File: src/rtl/weight_stationary_pkg.sv
// Shared definitions for the weight-stationary conv datapath.
//   loader_state_e  : weight loader FSM states (LOAD, FULL)
//   DEFAULT_*       : default kernel geometry and weight width
//   kernel_words()  : number of weights in an h x w kernel
package weight_stationary_pkg;

    typedef enum logic {
        LOAD = 1'b0,
        FULL = 1'b1
    } loader_state_e;

    localparam int DEFAULT_KERNEL_WIDTH  = 3;
    localparam int DEFAULT_KERNEL_HEIGHT = 3;
    localparam int DEFAULT_WEIGHT_WIDTH  = 8;

    function automatic int kernel_words(input int h, input int w);
        return h * w;
    endfunction

endpackage

File: src/rtl/weight_kernel_loader.sv
// Double-buffered weight loader for the weight-stationary conv array.
// A kernel arrives as a row-major stream of signed weights and is assembled
// in a shadow buffer; the whole kernel is copied to the active register in a
// single cycle while the array is idle, so the array never sees a mix of two
// kernels. The next kernel may stream in while the current one is in use.
//
// Ports:
//   clk_i, rst_ni    clock, asynchronous active-low reset
//   w_valid_i/w_ready_o/w_data_i/w_last_i
//                    weight stream; w_last_i marks the final word of a kernel
//   array_busy_i     array is using the active kernel; commit is held off
//   err_clr_i        clears the sticky framing error
//   weight_o         active kernel, element [r][c]
//   weight_valid_o   weight_o holds a committed kernel
//   swap_o           one-cycle pulse in the cycle weight_o takes a new kernel
//   err_o            sticky framing error (early or missing last)
module weight_kernel_loader
    import weight_stationary_pkg::*;
#(
    parameter int KERNEL_WIDTH  = DEFAULT_KERNEL_WIDTH,
    parameter int KERNEL_HEIGHT = DEFAULT_KERNEL_HEIGHT,
    parameter int WEIGHT_WIDTH  = DEFAULT_WEIGHT_WIDTH
) (
    input  logic                                                                 clk_i,
    input  logic                                                                 rst_ni,
    input  logic                                                                 w_valid_i,
    input  logic signed [WEIGHT_WIDTH-1:0]                                       w_data_i,
    input  logic                                                                 w_last_i,
    output logic                                                                 w_ready_o,
    input  logic                                                                 array_busy_i,
    input  logic                                                                 err_clr_i,
    output logic signed [KERNEL_HEIGHT-1:0][KERNEL_WIDTH-1:0][WEIGHT_WIDTH-1:0] weight_o,
    output logic                                                                 weight_valid_o,
    output logic                                                                 swap_o,
    output logic                                                                 err_o
);

    localparam int N     = kernel_words(KERNEL_HEIGHT, KERNEL_WIDTH);
    localparam int IDX_W = (N > 1) ? $clog2(N) : 1;
    localparam int ROW_W = (KERNEL_HEIGHT > 1) ? $clog2(KERNEL_HEIGHT) : 1;
    localparam int COL_W = (KERNEL_WIDTH > 1) ? $clog2(KERNEL_WIDTH) : 1;

    localparam logic [IDX_W-1:0] IDX_LAST = IDX_W'(N - 1);
    localparam logic [COL_W-1:0] COL_LAST = COL_W'(KERNEL_WIDTH - 1);

    typedef logic signed [KERNEL_HEIGHT-1:0][KERNEL_WIDTH-1:0][WEIGHT_WIDTH-1:0] kernel_t;

    loader_state_e    state_q, state_d;
    logic [IDX_W-1:0] idx_q;
    logic [ROW_W-1:0] row_q;
    logic [COL_W-1:0] col_q;
    kernel_t          shadow_q;

    logic handshake;
    logic last_word;
    logic kernel_done;
    logic frame_err;
    logic commit;

    // The linear index only decides framing; row/column address the shadow
    // buffer directly, so no divide or modulo is needed.
    assign handshake   = w_valid_i && (state_q == LOAD);
    assign last_word   = (idx_q == IDX_LAST);
    assign kernel_done = handshake && last_word && w_last_i;
    // Early last and missing last both show up as last_word != w_last_i.
    assign frame_err   = handshake && (last_word != w_last_i);
    // array_busy_i is only looked at while a kernel is pending.
    assign commit      = (state_q == FULL) && !array_busy_i;

    // NOTE: every signal driven here gets a default before the case, so no
    // path leaves it unassigned and no latch is inferred.
    always_comb begin
        state_d   = state_q;
        w_ready_o = 1'b0;
        case (state_q)
            LOAD: begin
                w_ready_o = 1'b1;
                if (kernel_done) state_d = FULL;
            end
            FULL: begin
                if (!array_busy_i) state_d = LOAD;
            end
            default: state_d = LOAD;
        endcase
    end

    // NOTE: sequential state uses non-blocking assignments so every register
    // samples the pre-edge values regardless of statement order.
    always_ff @(posedge clk_i or negedge rst_ni) begin
        if (!rst_ni) begin
            state_q <= LOAD;
        end else begin
            state_q <= state_d;
        end
    end

    // Word position. Any word carrying last, or the N-th word, ends the frame
    // (good or bad) and restarts at [0][0].
    always_ff @(posedge clk_i or negedge rst_ni) begin
        if (!rst_ni) begin
            idx_q <= '0;
            row_q <= '0;
            col_q <= '0;
        end else if (handshake) begin
            if (last_word || w_last_i) begin
                idx_q <= '0;
                row_q <= '0;
                col_q <= '0;
            end else begin
                idx_q <= idx_q + 1'b1;
                if (col_q == COL_LAST) begin
                    col_q <= '0;
                    row_q <= row_q + 1'b1;
                end else begin
                    col_q <= col_q + 1'b1;
                end
            end
        end
    end

    // NOTE: the shadow buffer is cleared on reset on purpose, so that a reset
    // mid-load leaves no stale weights behind; storage without that need
    // would normally be left unreset.
    always_ff @(posedge clk_i or negedge rst_ni) begin
        if (!rst_ni) begin
            shadow_q <= '0;
        end else if (handshake) begin
            shadow_q[row_q][col_q] <= w_data_i;
        end
    end

    // Active kernel: changes only on a commit, as one whole-kernel copy.
    always_ff @(posedge clk_i or negedge rst_ni) begin
        if (!rst_ni) begin
            weight_o       <= '0;
            weight_valid_o <= 1'b0;
            swap_o         <= 1'b0;
        end else begin
            swap_o <= commit;
            if (commit) begin
                weight_o       <= shadow_q;
                weight_valid_o <= 1'b1;
            end
        end
    end

    // Sticky error; a new error on the same edge as a clear wins.
    always_ff @(posedge clk_i or negedge rst_ni) begin
        if (!rst_ni) begin
            err_o <= 1'b0;
        end else if (frame_err) begin
            err_o <= 1'b1;
        end else if (err_clr_i) begin
            err_o <= 1'b0;
        end
    end

endmodule
File: config.mk
export PLATFORM = sky130hd
export DESIGN_NAME = weight_kernel_loader
export DESIGN_NICKNAME = d
export VERILOG_FILES = /design/src/rtl/weight_stationary_pkg.sv /design/src/rtl/weight_kernel_loader.sv
export SDC_FILE = /design/constraint.sdc
export NUM_CORES = 1
export LEC_CHECK = 0
export ABC_AREA = 1
export BUFFER_PORTS_ARGS = -buffer_cell sky130_fd_sc_hd__buf_2
export CORE_UTILIZATION = 40
export DETAILED_ROUTE_END_ITERATION = 16
export SLEW_MARGIN = 20
export SYNTH_ARGS = -nofsm -noshare
export SYNTH_HDL_FRONTEND = slang
export SYNTH_SLANG_ARGS = --single-unit
File: constraint.sdc
create_clock -name clk_i -period 3 [get_ports clk_i]
set_input_delay 0.15 -clock clk_i [delete_from_list [all_inputs] [get_ports clk_i]]
set_output_delay 0.15 -clock clk_i [all_outputs]
set_load 0.005 [all_outputs]
==> summary.txt, run 1 <==
Status
  • Status: completed

Detailed routing
  • Drt first pass iters: 4
  • DRT iter0 DRCs: ~280
  • WL/cell: around 14 um
  • Via density: 4.752
  • Antenna-violating nets left: 0
  • Final wirelength: around 13000 um
  • Drt drc: 0
  • Vias: roughly 4300

Placed design
  • Routability congestion estimate: around 0.74
  • Hpwl dp: between 8000 and 9000 um
  • # port buffers: 89

Critical path
  • Crit path buf inv count: 2
  • R2r setup slk: approximately 1.1 ns
  • CP Capture Type: flop
  • Crit path launch: state_q$_DFF_PN0_
  • R2r worst-path depth: 4
  • Kind of start point of the critical path: flop
  • WP data arrival: ~2.2 ns
  • Most used cell, CP: inv_2
  • Crit path max fanout: between 40 and 50
  • End of the critical path: weight_valid_o$_DFFE_PN0P_
  • Kind of critical path: reg2reg
  • Slowest stage delay, CP: about 0.43 ns
  • CP Data Required Time: about 3.3 ns
  • Crit-path cells: inv_2, or2_4, inv_2, or2_2
  • Worst r2r src: state_q$_DFF_PN0_
  • Reg-to-Reg End: weight_valid_o$_DFFE_PN0P_
  • Crit path max-delay family: simple AND/OR/NAND/NOR gates
  • Slowest CP cell: dfrtp_1
  • Levels on crit path: 4

STA
  • RSZ-0062 raised after global routing: no
  • Fin crit period: ~1.9 ns
  • Final Max Slew Viols: 0
  • Worst Tran Pin Value: 0.8481 ns
  • Fmax: 536.2 MHz
  • Final count of negative-setup-slack endpoints: 0
  • Fin. Hold Viols: 0
  • Worst clock skew: ~0.0075 ns
  • Fin crit share: 62.17%
  • Rel. slew slack: 43.46%
  • Setup TNS: 0 ns

Floorplanning
  • IO Count: 90
  • Die W: ~120 um
  • Die height: between 100 and 150 um
  • Initial Util: about 41%
  • Cell row count: 44
  • Core Area: between 0.01 and 0.015 mm^2
  • Die ar.: around 0.015 mm^2

Synth
  • Cell Area, Synth: about 0.006 mm^2
  • Yosys Warn Count: 0
  • Synth area leader: dfrtp_1
  • Average size of a mapped cell: between 9 and 10 um^2
  • Synth Register Bits: roughly 160
  • Ranking of synthesized cells by area: dfrtp_1 (65%), nand2_1 (15%), o21ai_0 (7.5%), inv_1 (3.1%), o21ai_1 (1.5%)
  • Post-synth top area share: roughly two thirds
  • Post-Synthesis Net Count: between 600 and 700
  • Library cells used by synthesis: 22
  • Post-Syn Instances: 620
  • Sequential share of the synthesized area: between 60 and 70%

CTS
  • Later-pin clock latency in the skew report: 0.42 ns
  • Sink Count: 156
  • Clk slew on worst S/H paths: about 0.060 ns
  • CTS tree: built
  • Maximum root-to-sink buffer count: 2
  • Clk root buf: clkbuf_16
  • CTS buffer count: 17
  • H-tree depth: 4

Final layout
  • Antenna diode count: 0
  • Commonest non-fill, non-tap cell in the layout: nand2_1
  • Share of post-route cells with drive strength above 1: a little under a fifth
  • Most frequent cells in the layout: nand2_1 (244), dfrtp_1 (156), o21ai_0 (90)
  • Area growth syn-to-layout: 19.57%
  • Util after Layout: around 50%
  • Nets: 730

Pwr
  • Switching portion of total power: between 20% and 30%
  • Combinational power share: about a fifth
  • Clk pwr share: ~32%
  • Sequential Power Share: between 40% and 50%
  • Pwr per Cell Area: between 900 and 1000 mW/mm^2
  • VDD IR max: ~400 uV
  • P_leak: roughly 0.0038 uW
  • Switching power: 1938 uW
  • Internal power: 4750 uW

Run
  • Max-cap violation count: 0

Global route
  • Vias in the first global route: about 4200
  • First-pass GRT wire length: roughly 21000 um
  • Largest net degree at the start of global routing: 94
  • Initial antenna violation count: 1
  • GRT Residual Overflow: 0
  • Gr usage total: 17.73%

Hold path
  • HP Class: in2reg
  • Hold Path Cell Cnt: 3
==> synth_stat cells <==
library cell / count
buf_4: 4
o22ai_1: 1
o21ai_0: 90
nand3_1: 8
clkbuf_1: 5
inv_2: 3
xor2_1: 1
nor2_2: 2
buf_2: 9
nand2_1: 244
or2_2: 2
o21ai_2: 2
o21ai_1: 18
buf_6: 8
inv_1: 49
o31ai_1: 1
or2_1: 1
ha_1: 7
dfrtp_1: 156
nor2_4: 3
a21boi_0: 1
nor2_1: 5
==> cell type report <==
class / count / area, um^2
Inverter: 52 / 195.2
Multi-Input combinational cell: 386 / 1718
Clock inverter: 11 / 132.6
Tap cell: 184 / 230.2
Clock buffer: 21 / 480.5
Fill cell: 1368 / 7417
Sequential cell: 156 / 3904
Timing Repair Buffer: 96 / 511.7
==> through the flow <==
stage | std cells | hold slack (ns) | instance area, um^2 | worst slack, ns | total power, uW
after floorplan | 620 | -0.1456 | 5998 | 1.575 | 3948
after global placement | 871 | 0.2761 | 6529 | 1.176 | 4482
after detailed placement | 871 | 0.3002 | 6529 | 1.136 | 4558
after CTS | 906 | 0.003986 | 7172 | 1.115 | 6763
after global routing | 906 | 0.02338 | 7172 | 0.9219 | 7147
final | 906 | 0.02541 | 7172 | 1.135 | 6688
==> cells by family (layout without fill, tap and decap cells) <==
group | Yosys count | count (layout) | synth area share (%)
and+or+nand+nor | 265 | 265 | 17.33
DFF | 156 | 156 | 65.08
AOI/OAI and AO/OA | 113 | 113 | 9.658
buffers and inverters | 78 | 180 | 6.321
adders and majority gates | 7 | 7 | 1.460
xor gates and xnor gates | 1 | 1 | 0.1460
==> tightest hold or removal path, delay by kind of cell <==
| family | cells | cell delay, ns |
|---|---|---|
| compound gates | 1 | 0.06 |
| buf+inv | 1 | 0.13 |
| simple gates | 1 | 0.06 |
==> registers in the layout (all words and copies together), names as in the netlist <==
register	cells
idx_q	4
col_q	2
weight_valid_o	1
row_q	2
weight_o	72
shadow_q	72
state_q	1
err_o	1
swap_o	1
==> per-layer routing <==
metal  routed length (um)  track usage [%]  up-vias
met5                    0                0        -
met1                 6106            23.98     2076
met4                  117            5.741        0
met2                 5920            26.94      108
met3                  764            5.799        7
li1                     -                -     2114
==> power groups by stage <==
stage	clock (uW)	sequential, uW	combinational, uW
after global placement	0	3260	1220
final	2170	3260	1260
after global routing	2310	3350	1490
after CTS	2210	3260	1290
after floorplan	0	3230	719
after detailed placement	0	3290	1270
==> what timing repair did <==
action / 4_1_cts / 5_1_grt
resized for setup: 0 / 0
setup buffers: 0 / 0
hold buffers: 3 / 0
endpoints found under the hold margin: 92 / 0
==> how the worst min path moves through the flow <==
| stage | endpoint | slack (ns) | start |
|---|---|---|---|
| floorplan | col_q[0]$_DFFE_PN0P_ | -0.15 | rst_ni |
| detailed placement | weight_o[65]$_DFFE_PN0P_ | 0.30 | rst_ni |
| CTS | shadow_q[39]$_DFFE_PN0P_ | 0.004 | w_data_i[7] |
| global route | shadow_q[15]$_DFFE_PN0P_ | 0.02 | w_data_i[7] |
| finish | shadow_q[39]$_DFFE_PN0P_ | 0.03 | w_data_i[7] |
| global placement | weight_o[47]$_DFFE_PN0P_ | 0.28 | rst_ni |
Power figures use the tool's default switching activity.
==> inputs of run 2 (changes only) <==
- clock period: 3 -> 1.95 ns (I/O delays scaled with it)
==> summary.txt, run 2 (synthesis results as in run 1) <==
STA
  • Fin crit share: around 86%
  • RSZ-0062 raised after global routing: no
  • Fin crit period: about 1.7 ns
  • Fin. Hold Viols: 0
  • Worst Tran Pin Value: ~0.6 ns
  • Final Max Slew Viols: 0
  • Worst clock skew: roughly 0.0052 ns
  • Final count of negative-setup-slack endpoints: 0
  • Setup TNS: 0 ns
  • Rel. slew slack: between 60% and 70%
  • Fmax: about 600 MHz

Final layout
  • Cell Count, Final, Fillers Out: 915
  • Area growth syn-to-layout: 21.51%
  • Share of post-route cells with drive strength above 1: 19.15%
  • Commonest non-fill, non-tap cell in the layout: nand2_1
  • Most frequent cells in the layout: nand2_1 (244), dfrtp_1 (156), o21ai_0 (90)
  • Top flop regs: shadow_q: 72 flops, weight_o: 72 flops, idx_q: 4 flops
  • Fillers: 1359
  • Nets: 740
  • Antenna diode count: 0

Global route
  • Vias in the first global route: ~4300
  • Gr usage total: 18.67%
  • Largest net degree at the start of global routing: 65
  • First-pass GRT wire length: between 20000 and 25000 um
  • Initial antenna violation count: 0
  • GRT Residual Overflow: 0

Placed design
  • Placed cell count: roughly 870
  • Routability congestion estimate: roughly 0.83
  • # port buffers: ~90
  • Hpwl dp: ~8900 um

Critical path
  • Kind of critical path: reg2reg
  • CP Data Required Time: approximately 2.2 ns
  • Crit-path cells: nor2_4, nand2_1, nor2_2, o21ai_0
  • Slowest CP cell: nor2_2
  • Kind of start point of the critical path: flop
  • WP data arrival: 1.95 ns
  • Crit path buf inv count: 0
  • Crit path max-delay family: simple AND/OR/NAND/NOR gates
  • Crit path max fanout: 16
  • CP Capture Type: flop
  • Slowest stage delay, CP: around 0.45 ns

Floorplanning
  • Die ar.: 0.01549 mm^2
  • Initial Util: between 40% and 50%
  • Cell row count: 44
  • Die W: approximately 120 um
  • IO Count: 90
  • Core Area: roughly 0.015 mm^2
  • Die height: between 100 and 150 um

Detailed routing
  • Vias: 4360
  • Final wirelength: roughly 13000 um
  • WL/cell: ~15 um
  • Via density: ~4.8
  • Drt first pass iters: 5
  • Antenna-violating nets left: 0
  • Drt drc: 0
  • DRT iter0 DRCs: approximately 290

CTS
  • Sink Count: about 160
  • Clk root buf: clkbuf_16
  • Later-pin clock latency in the skew report: approximately 0.42 ns
  • CTS buffer count: 17
  • Maximum root-to-sink buffer count: 2
  • CTS Hold Bufs: 10
  • CTS tree: built
  • H-tree depth: 4
  • Postcts setup bufs: 0
  • CTS resizes: 0
  • Clk slew on worst S/H paths: approximately 0.060 ns

Run
  • Max-cap violation count: 0

Pwr
  • P_leak: between 0.003 and 0.004 uW
  • Pwr per Cell Area: roughly 1400 mW/mm^2
  • VDD IR max: 814.2 uV

Hold path
  • HP Class: in2reg

Status
  • Status: completed
-- run 2: final timing paths --
check / start / to / slack [ns] / cells past startpoint
setup / recovery: state_q$_DFF_PN0_ / shadow_q[11]$_DFFE_PN0P_ / 0.27 / 4
hold / removal: w_data_i[4] / shadow_q[36]$_DFFE_PN0P_ / 0.03 / 3
setup reg to reg: state_q$_DFF_PN0_ / shadow_q[11]$_DFFE_PN0P_ / 0.27 / 4
hold reg to reg: weight_valid_o$_DFFE_PN0P_ / weight_valid_o$_DFFE_PN0P_ / 0.47 / 1
max in group asynchronous: rst_ni / shadow_q[10]$_DFFE_PN0P_ / 1.02 / 3
min in group asynchronous: rst_ni / weight_o[40]$_DFFE_PN0P_ / 0.21 / 2
-- run 2: through the flow --
| stage | setup slack [ns] | utilization, % | power [uW] | cell area [um^2] | hold WS, ns |
|---|---|---|---|---|---|
| floorplan | 0.5246 | - | 6074 | 5998 | -0.1981 |
| global placement | 0.3254 | 45.16 | 6949 | 6589 | 0.09748 |
| detailed placement | 0.2765 | 45.16 | 7067 | 6589 | 0.1136 |
| CTS | 0.2624 | 49.96 | 10480 | 7288 | 0.004033 |
| global route | 0.1121 | 49.96 | 11020 | 7288 | 0.03525 |
| finish | 0.2716 | 49.96 | 10350 | 7288 | 0.02556 |
-- run 2: layer usage --
metal	global-route usage, %	wire length [um]
met4	7.442	114
met2	26.84	6071
met3	4.725	538
met5	0	0
met1	26.96	6646
-- run 2: final cells by class --
cell class                      count  area [um^2]  share of cell area [%]
Clock buffer                       19        452.9                   6.215
Clock inverter                     12        146.4                   2.009
Inverter                           52        195.2                   2.678
Multi-Input combinational cell    386         1718                   23.57
Sequential cell                   156         3904                   53.56
Tap cell                          184        230.2                   3.159
Timing Repair Buffer              106        641.9                   8.807
-- run 2: worst register-to-register path: cells and delay by family (launching register included) --
kind / cells / cell delay, ns
AOI/OAI and AO/OA: 1 / 0.20
and+or+nand+nor: 3 / 0.89
DFF: 1 / 0.44
-- run 2: report_power, final --
group	switching, uW	internal, uW	leakage [uW]
Combinational	1110	872	0.00163
Sequential	602	4420	0.00195
Clock	1280	2060	0.000290
